**src/rtl/mips_pkg.sv**
```systemverilog
// Shared encodings for the multi-cycle MIPS control path: states, ALU codes,
// opcode/funct values and datapath select encodings.
package mips_pkg;

    typedef enum logic [3:0] {
        S_FETCH   = 4'd0,
        S_DECODE  = 4'd1,
        S_MEMADR  = 4'd2,
        S_MEMRD   = 4'd3,
        S_MEMWB   = 4'd4,
        S_MEMWR   = 4'd5,
        S_EXECUTE = 4'd6,
        S_ALUWB   = 4'd7,
        S_BRANCH  = 4'd8,
        S_IMMEX   = 4'd9,
        S_IMMWB   = 4'd10,
        S_JUMP    = 4'd11
    } state_t;

    // Which rule the ALU decoder applies in the current state
    typedef enum logic [1:0] {
        CLS_ADD   = 2'd0,
        CLS_SUB   = 2'd1,
        CLS_FUNCT = 2'd2,
        CLS_IMM   = 2'd3
    } alu_class_t;

    localparam logic [3:0] ALU_AND = 4'b0000;
    localparam logic [3:0] ALU_OR  = 4'b0001;
    localparam logic [3:0] ALU_ADD = 4'b0010;
    localparam logic [3:0] ALU_SUB = 4'b0110;
    localparam logic [3:0] ALU_SLT = 4'b0111;

    localparam logic [5:0] OP_RTYPE = 6'h00;
    localparam logic [5:0] OP_J     = 6'h02;
    localparam logic [5:0] OP_BEQ   = 6'h04;
    localparam logic [5:0] OP_ADDI  = 6'h08;
    localparam logic [5:0] OP_ANDI  = 6'h0C;
    localparam logic [5:0] OP_ORI   = 6'h0D;
    localparam logic [5:0] OP_LW    = 6'h23;
    localparam logic [5:0] OP_SW    = 6'h2B;

    localparam logic [5:0] FN_ADD = 6'h20;
    localparam logic [5:0] FN_SUB = 6'h22;
    localparam logic [5:0] FN_AND = 6'h24;
    localparam logic [5:0] FN_OR  = 6'h25;
    localparam logic [5:0] FN_SLT = 6'h2A;

    localparam logic [1:0] SRCB_REG     = 2'd0;
    localparam logic [1:0] SRCB_FOUR    = 2'd1;
    localparam logic [1:0] SRCB_IMM     = 2'd2;
    localparam logic [1:0] SRCB_IMM_SH2 = 2'd3;

    localparam logic [1:0] PCSRC_ALU    = 2'd0;
    localparam logic [1:0] PCSRC_ALUREG = 2'd1;
    localparam logic [1:0] PCSRC_JUMP   = 2'd2;

endpackage

```
**src/rtl/mc_control_fsm_alu_decoder.sv**
```systemverilog
// Maps the state's ALU class plus opcode/funct onto the 4-bit ALU operation,
// and flags whether an R-type funct is supported.
module alu_decoder
    import mips_pkg::*;
(
    input  alu_class_t  alu_class,
    input  logic [5:0]  opcode,
    input  logic [5:0]  funct,
    output logic [3:0]  alu_op,
    output logic        funct_legal
);

    // ALU operation and funct legality decode
    always_comb begin
        alu_op      = ALU_ADD;
        funct_legal = 1'b0;
        case (alu_class)
            CLS_ADD: alu_op = ALU_ADD;
            CLS_SUB: alu_op = ALU_SUB;
            CLS_FUNCT: begin
                funct_legal = 1'b1;
                case (funct)
                    FN_ADD:  alu_op = ALU_ADD;
                    FN_SUB:  alu_op = ALU_SUB;
                    FN_AND:  alu_op = ALU_AND;
                    FN_OR:   alu_op = ALU_OR;
                    FN_SLT:  alu_op = ALU_SLT;
                    default: funct_legal = 1'b0;
                endcase
            end
            CLS_IMM: begin
                case (opcode)
                    OP_ANDI: alu_op = ALU_AND;
                    OP_ORI:  alu_op = ALU_OR;
                    default: alu_op = ALU_ADD;
                endcase
            end
            default: alu_op = ALU_ADD;
        endcase
    end

endmodule

```
**src/rtl/mc_control_fsm.sv**
```systemverilog
// Multi-cycle control sequencer for the merged-memory MIPS datapath: steps each
// instruction through its states and drives all selects and write strobes.
module mc_control_fsm
    import mips_pkg::*;
#(
    parameter int ALUOP_W = 4
) (
    input  logic               clk,
    input  logic               rst,
    input  logic [5:0]         opcode,
    input  logic [5:0]         funct,
    input  logic               zero,
    input  logic               mem_ready,
    output logic               mem_req,
    output logic               iord,
    output logic               mem_write,
    output logic               ir_write,
    output logic               pc_en,
    output logic [1:0]         pc_src,
    output logic               alu_src_a,
    output logic [1:0]         alu_src_b,
    output logic [ALUOP_W-1:0] alu_op,
    output logic               ext_sel,
    output logic               reg_dst,
    output logic               mem2reg,
    output logic               reg_write,
    output logic               retire,
    output logic               illegal,
    output logic [3:0]         state_o
);

    state_t     state;
    state_t     state_next;
    alu_class_t alu_class;
    logic [3:0] dec_alu_op;
    logic       funct_legal;
    logic       pc_write;
    logic       branch;
    logic       raw_mem_req;
    logic       raw_mem_write;
    logic       raw_ir_write;
    logic       raw_reg_write;
    logic       raw_retire;
    logic       raw_illegal;

    alu_decoder u_alu_decoder (
        .alu_class   (alu_class),
        .opcode      (opcode),
        .funct       (funct),
        .alu_op      (dec_alu_op),
        .funct_legal (funct_legal)
    );

    // State register
    always_ff @(posedge clk or posedge rst) begin
        if (rst) begin
            state <= S_FETCH;
        end else begin
            state <= state_next;
        end
    end

    // Next-state and datapath control decode
    always_comb begin
        state_next    = state;
        raw_mem_req   = 1'b0;
        raw_mem_write = 1'b0;
        raw_ir_write  = 1'b0;
        raw_reg_write = 1'b0;
        raw_retire    = 1'b0;
        raw_illegal   = 1'b0;
        pc_write      = 1'b0;
        branch        = 1'b0;
        iord          = 1'b0;
        pc_src        = PCSRC_ALU;
        alu_src_a     = 1'b0;
        alu_src_b     = SRCB_FOUR;
        alu_class     = CLS_ADD;
        ext_sel       = 1'b1;
        reg_dst       = 1'b0;
        mem2reg       = 1'b0;
        case (state)
            S_FETCH: begin
                raw_mem_req  = 1'b1;
                raw_ir_write = mem_ready;
                pc_write     = mem_ready;
                if (mem_ready) state_next = S_DECODE;
                else           state_next = S_FETCH;
            end
            S_DECODE: begin
                // Branch target is precomputed here into the ALU register
                alu_src_b = SRCB_IMM_SH2;
                case (opcode)
                    OP_LW, OP_SW:              state_next = S_MEMADR;
                    OP_RTYPE:                  state_next = S_EXECUTE;
                    OP_BEQ:                    state_next = S_BRANCH;
                    OP_ADDI, OP_ANDI, OP_ORI:  state_next = S_IMMEX;
                    OP_J:                      state_next = S_JUMP;
                    default: begin
                        raw_illegal = 1'b1;
                        state_next  = S_FETCH;
                    end
                endcase
            end
            S_MEMADR: begin
                alu_src_a = 1'b1;
                alu_src_b = SRCB_IMM;
                if (opcode == OP_LW) state_next = S_MEMRD;
                else                 state_next = S_MEMWR;
            end
            S_MEMRD: begin
                raw_mem_req = 1'b1;
                iord        = 1'b1;
                if (mem_ready) state_next = S_MEMWB;
                else           state_next = S_MEMRD;
            end
            S_MEMWB: begin
                raw_reg_write = 1'b1;
                mem2reg       = 1'b1;
                raw_retire    = 1'b1;
                state_next    = S_FETCH;
            end
            S_MEMWR: begin
                raw_mem_req   = 1'b1;
                iord          = 1'b1;
                raw_mem_write = 1'b1;
                if (mem_ready) begin
                    raw_retire = 1'b1;
                    state_next = S_FETCH;
                end else begin
                    state_next = S_MEMWR;
                end
            end
            S_EXECUTE: begin
                alu_src_a = 1'b1;
                alu_src_b = SRCB_REG;
                alu_class = CLS_FUNCT;
                if (funct_legal) begin
                    state_next = S_ALUWB;
                end else begin
                    raw_illegal = 1'b1;
                    state_next  = S_FETCH;
                end
            end
            S_ALUWB: begin
                raw_reg_write = 1'b1;
                reg_dst       = 1'b1;
                raw_retire    = 1'b1;
                state_next    = S_FETCH;
            end
            S_BRANCH: begin
                alu_src_a  = 1'b1;
                alu_src_b  = SRCB_REG;
                alu_class  = CLS_SUB;
                branch     = 1'b1;
                pc_src     = PCSRC_ALUREG;
                raw_retire = 1'b1;
                state_next = S_FETCH;
            end
            S_IMMEX: begin
                alu_src_a  = 1'b1;
                alu_src_b  = SRCB_IMM;
                alu_class  = CLS_IMM;
                ext_sel    = (opcode == OP_ADDI);
                state_next = S_IMMWB;
            end
            S_IMMWB: begin
                alu_class     = CLS_IMM;
                ext_sel       = (opcode == OP_ADDI);
                raw_reg_write = 1'b1;
                raw_retire    = 1'b1;
                state_next    = S_FETCH;
            end
            S_JUMP: begin
                pc_write   = 1'b1;
                pc_src     = PCSRC_JUMP;
                raw_retire = 1'b1;
                state_next = S_FETCH;
            end
            default: state_next = S_FETCH;
        endcase
    end

    // Strobes are gated by rst so nothing writes while reset is held
    assign mem_req   = raw_mem_req & ~rst;
    assign mem_write = raw_mem_write & ~rst;
    assign ir_write  = raw_ir_write & ~rst;
    assign reg_write = raw_reg_write & ~rst;
    assign retire    = raw_retire & ~rst;
    assign illegal   = raw_illegal & ~rst;
    assign pc_en     = (pc_write | (branch & zero)) & ~rst;
    assign alu_op    = ALUOP_W'(dec_alu_op);
    assign state_o   = state;

endmodule
```
**config.mk**
```make
export PLATFORM = sky130hd
export DESIGN_NAME = mc_control_fsm
export DESIGN_NICKNAME = d
export VERILOG_FILES = /design/src/rtl/mips_pkg.sv /design/src/rtl/mc_control_fsm_alu_decoder.sv /design/src/rtl/mc_control_fsm.sv
export SDC_FILE = /design/constraint.sdc
export NUM_CORES = 1
export LEC_CHECK = 0
export ABC_AREA = 1
export CORE_ASPECT_RATIO = 0.9
export CORE_MARGIN = 5
export CORE_UTILIZATION = 43
export CTS_CLUSTER_SIZE = 40
export DETAILED_ROUTE_END_ITERATION = 8
export HOLD_SLACK_MARGIN = 0.03
export PLACE_DENSITY = 0.95
export REMOVE_ABC_BUFFERS = 1
export SLEW_MARGIN = 20
export SYNTH_ARGS = -nofsm -noshare
export SYNTH_HDL_FRONTEND = slang
export SYNTH_HIERARCHICAL = 1
export SYNTH_SLANG_ARGS = --single-unit
export TNS_END_PERCENT = 5
```
**constraint.sdc**
```tcl
create_clock -name clk -period 2.6 [get_ports clk]
set_input_delay 0.52 -clock clk [delete_from_list [all_inputs] [get_ports clk]]
set_output_delay 0.52 -clock clk [all_outputs]
set_load 0.01 [all_outputs]
```
==> summary.log <==
INFO  run_status     status=finished clean
INFO  floorplan      die-area=0.00278mm^2
INFO  critical_path  required_time_of_the_critical_path=2080ps
INFO  synth          synth.distinct_cells=21
INFO  place          portBuffers=38
INFO  power_and_ir_drop clockPowerShare=11.7%
INFO  place          post-dp-hpwl=2.49mm
INFO  synth          synth-warning-count=6
INFO  route          via_count=1232
INFO  critical_path  highest_fanout_seen_on_the_critical_path=4
INFO  timing         final.setup_skew=5.38ps
INFO  route          via_density_per_instance=5.07
INFO  global_routing grt_antenna_before_repair=0
INFO  global_routing grt.met3_usage=3.25%
INFO  floorplan      start_util=46.2%
INFO  synth          count_of_flip_flops_with_a_built_in_enable_after_synthesis=0
INFO  clocking       clk_latency=230ps
INFO  timing         fmaxAchievable=0.395GHz
INFO  critical_path  timing.reg2reg.worst_path_depth=12
INFO  critical_path  cp-end-kind=output port
INFO  global_routing grt_util_all_layers=23.2%
INFO  global_routing first_global_vias=1206
INFO  floorplan      die_y=50.6um
INFO  global_routing grt_most_used_layer=met2
INFO  timing         final-hold-violation-count=0
INFO  synth          post_synth_instance_area=786um^2
INFO  synth          top_ff_cell_synth=dfrtp_1
INFO  timing         setup_repair_after_global_routing_missed_its_margin=yes
INFO  layout         synthToLayoutAreaGrowth=82.3%
INFO  clocking       cts_made_buffers=3
INFO  timing         fin_crit_sh=97.3%
INFO  critical_path  worst_path_bufs_invs=5
INFO  clocking       htree_levels=1
INFO  route          drt_first_iter_violations=70
INFO  power_and_ir_drop sequentialPowerShare=15.2%
INFO  route          remaining_drc_errors=0
INFO  critical_path  critical_path.slowest_cell=dfrtp_1
INFO  timing         setup_slack=70.2ps
INFO  synth          syn_inst=156
INFO  critical_path  flop_to_flop_setup_slack=650ps
INFO  critical_path  cp.arrival=2010ps
INFO  global_routing gr_layer_usage_met2=45.3%
INFO  synth          post_synth_top_cells=nor2_1, nand2_1, inv_1
INFO  clocking       cts_buffer_depth=2
INFO  clocking       clock_tree.root_cell=clkbuf_4
INFO  route          detailedRoute.firstPassIterationCount=4
INFO  layout         max_ffs_per_register=4
INFO  synth          synth.area.top_cells=nor2_1, nand2_1, inv_1
INFO  power_and_ir_drop proportion_of_total_power_due_to_net_switching=45.7%
INFO  route          number_of_routed_nets_with_antenna_violations=0
INFO  power_and_ir_drop combinational_power_share=73.1%
INFO  clocking       path_clk_slew=40ps
INFO  critical_path  crit-reg2reg-capture=state_o[1]
INFO  power_and_ir_drop cellLeakagePower=0.761nW
INFO  min_path       hp-class=in -> async
INFO  layout         drive_gt1_share=26.9%
INFO  critical_path  critical_path.max_stage_delay=420ps
INFO  floorplan      floorplan.io_pins=40
INFO  timing         final-setup-viol-count=0
INFO  timing         final_max_slew_viol_count=0
INFO  place          gpl.final_weighted_congestion=0.949
INFO  synth          synth_sequential_area_ratio=12.7%
INFO  timing         finalCriticalPeriod=2530ps
INFO  synth          synthesis.area_per_instance=5.04um^2
INFO  route          route.final.wire_length=3.27mm
INFO  synth          netlist.top_cell.by_area=nor2_1
INFO  global_routing grt_use_met1=24.1%
INFO  critical_path  critPathTopFamily=simple AND/OR/NAND/NOR gates
INFO  clocking       numClockSinks=4
INFO  route          routedWlPerCell=13.5um
INFO  layout         antenna_cells_inserted=0
INFO  power_and_ir_drop power_report.internal_total=0.345mW
INFO  floorplan      chipWidth=55.1um
INFO  layout         final_core_util=84.3%
INFO  synth          post-synth-top-count-cell=nor2_1
INFO  global_routing wire_length_of_the_first_global_routing_pass=4.89mm
INFO  critical_path  timing.critical_path.from_type=register
INFO  synth          netlist.area_leader.share=18.2%
INFO  critical_path  critical_path.reg2reg.startpoint=state_o[2]
INFO  clocking       clock_tree_from_tritoncts=yes
INFO  power_and_ir_drop power.density_cell_area=444mW/mm^2
INFO  global_routing global_route.overflow_total=0
INFO  synth          postSynth.asyncResetShare=100%
INFO  timing         hold_slack=799ps
INFO  critical_path  critical_path_class=reg -> out
INFO  floorplan      placement_rows=14
INFO  critical_path  cp_cell_sequence=buf_4, nand2_1, nor2_2, or3_4, inv_2, nor2_1, inv_1, a21oi_2, inv_1, nand2_1, a21oi_1, buf_2
INFO  place          dp_worst_setup_slack=-211ps
INFO  layout         final_nets=237
INFO  synth          yosys_register_bits=4
INFO  power_and_ir_drop total_power=0.637mW
INFO  global_routing grt_start_max_net_pins=7
INFO  power_and_ir_drop p_sw=0.291mW
INFO  flow_run       cap_violations=0
INFO  floorplan      core=0.00170mm^2
INFO  power_and_ir_drop ir_worst_vdd=0.331mV
## worst min-delay path: cells and delay by family
family | cells | cell delay [ps]
buf+inv | 3 | 830
## timing repair
action | CTS | global route
buffers inserted | 0 | 2
endpoints found under the setup margin | 5 | 8
hold buffers | 0 | 0
gates resized for setup | 10 | 18
## through the flow
| stage | TNS, ps | instances | area (um^2) |
|---|---|---|---|
| 4_1_cts | -14.3 | 241 | 1370 |
| 6_report | 0 | 243 | 1430 |
| 2_1_floorplan | 0 | 155 | 778 |
| 3_3_place_gp | -291 | 238 | 1350 |
| 5_1_grt | -241 | 243 | 1430 |
| 3_5_place_dp | -474 | 238 | 1350 |
## cell type report
class / instances / area (um^2)
repair buffers: 61 / 552
flip-flops and latches: 4 / 100
clock buffers: 3 / 22.5
well taps: 24 / 30.0
inverters: 34 / 128
multi-input cells: 117 / 601
fillers: 105 / 267
## worst max-delay path by stage
stage,from,endpoint,slack [ps],cells past startpoint
after floorplan,state_o[0],illegal,490,11
final,state_o[2],illegal,70,12
after global placement,funct[0],illegal,-160,12
after detailed placement,funct[3],illegal,-210,10
after CTS,state_o[2],alu_op[0],-10,9
after global routing,state_o[2],mem_req,-80,9
## power groups by stage
stage | Clock, mW | Sequential (mW) | Combinational [mW]
global placement | 0 | 0.0920 | 0.416
detailed placement | 0 | 0.0955 | 0.436
finish | 0.0745 | 0.0969 | 0.465
floorplan | 0 | 0.102 | 0.194
CTS | 0.0760 | 0.0947 | 0.435
global route | 0.0856 | 0.0983 | 0.503
## routing by layer
| layer | share of wire [%] | wire (um) | vias to the layer above |
|---|---|---|---|
| li1 | - | - | 601 |
| met1 | 36 | 1190 | 526 |
| met2 | 50 | 1630 | 91 |
| met3 | 10 | 339 | 14 |
| met4 | 3.5 | 114 | 0 |
| met5 | 0 | 0 | - |
## cells in the final DEF, fill, tap and decap left out, drive strengths merged
cell,synthesis,layout
or3,1,1
a31oi,2,2
conb,1,1
dfrtp,4,4
o31ai,1,1
nand2,42,42
clkdlybuf4s50,0,28
nor3,1,1
nor2,46,46
nand3,9,9
dlygate4sd2,0,5
a21oi,2,2
dlymetal6s2s,0,4
buf,1,24
o21ai,8,8
inv,34,34
clkbuf,0,3
nand4,4,4
## logic make-up after synthesis
logic type | synth area share (%)
AOI/OAI and AO/OA | 9.87
buffers and inverters | 17.2
DFF | 12.7
other | 0.477
and+or+nand+nor | 59.7
No activity file was read; power rests on OpenSTA's default activity.
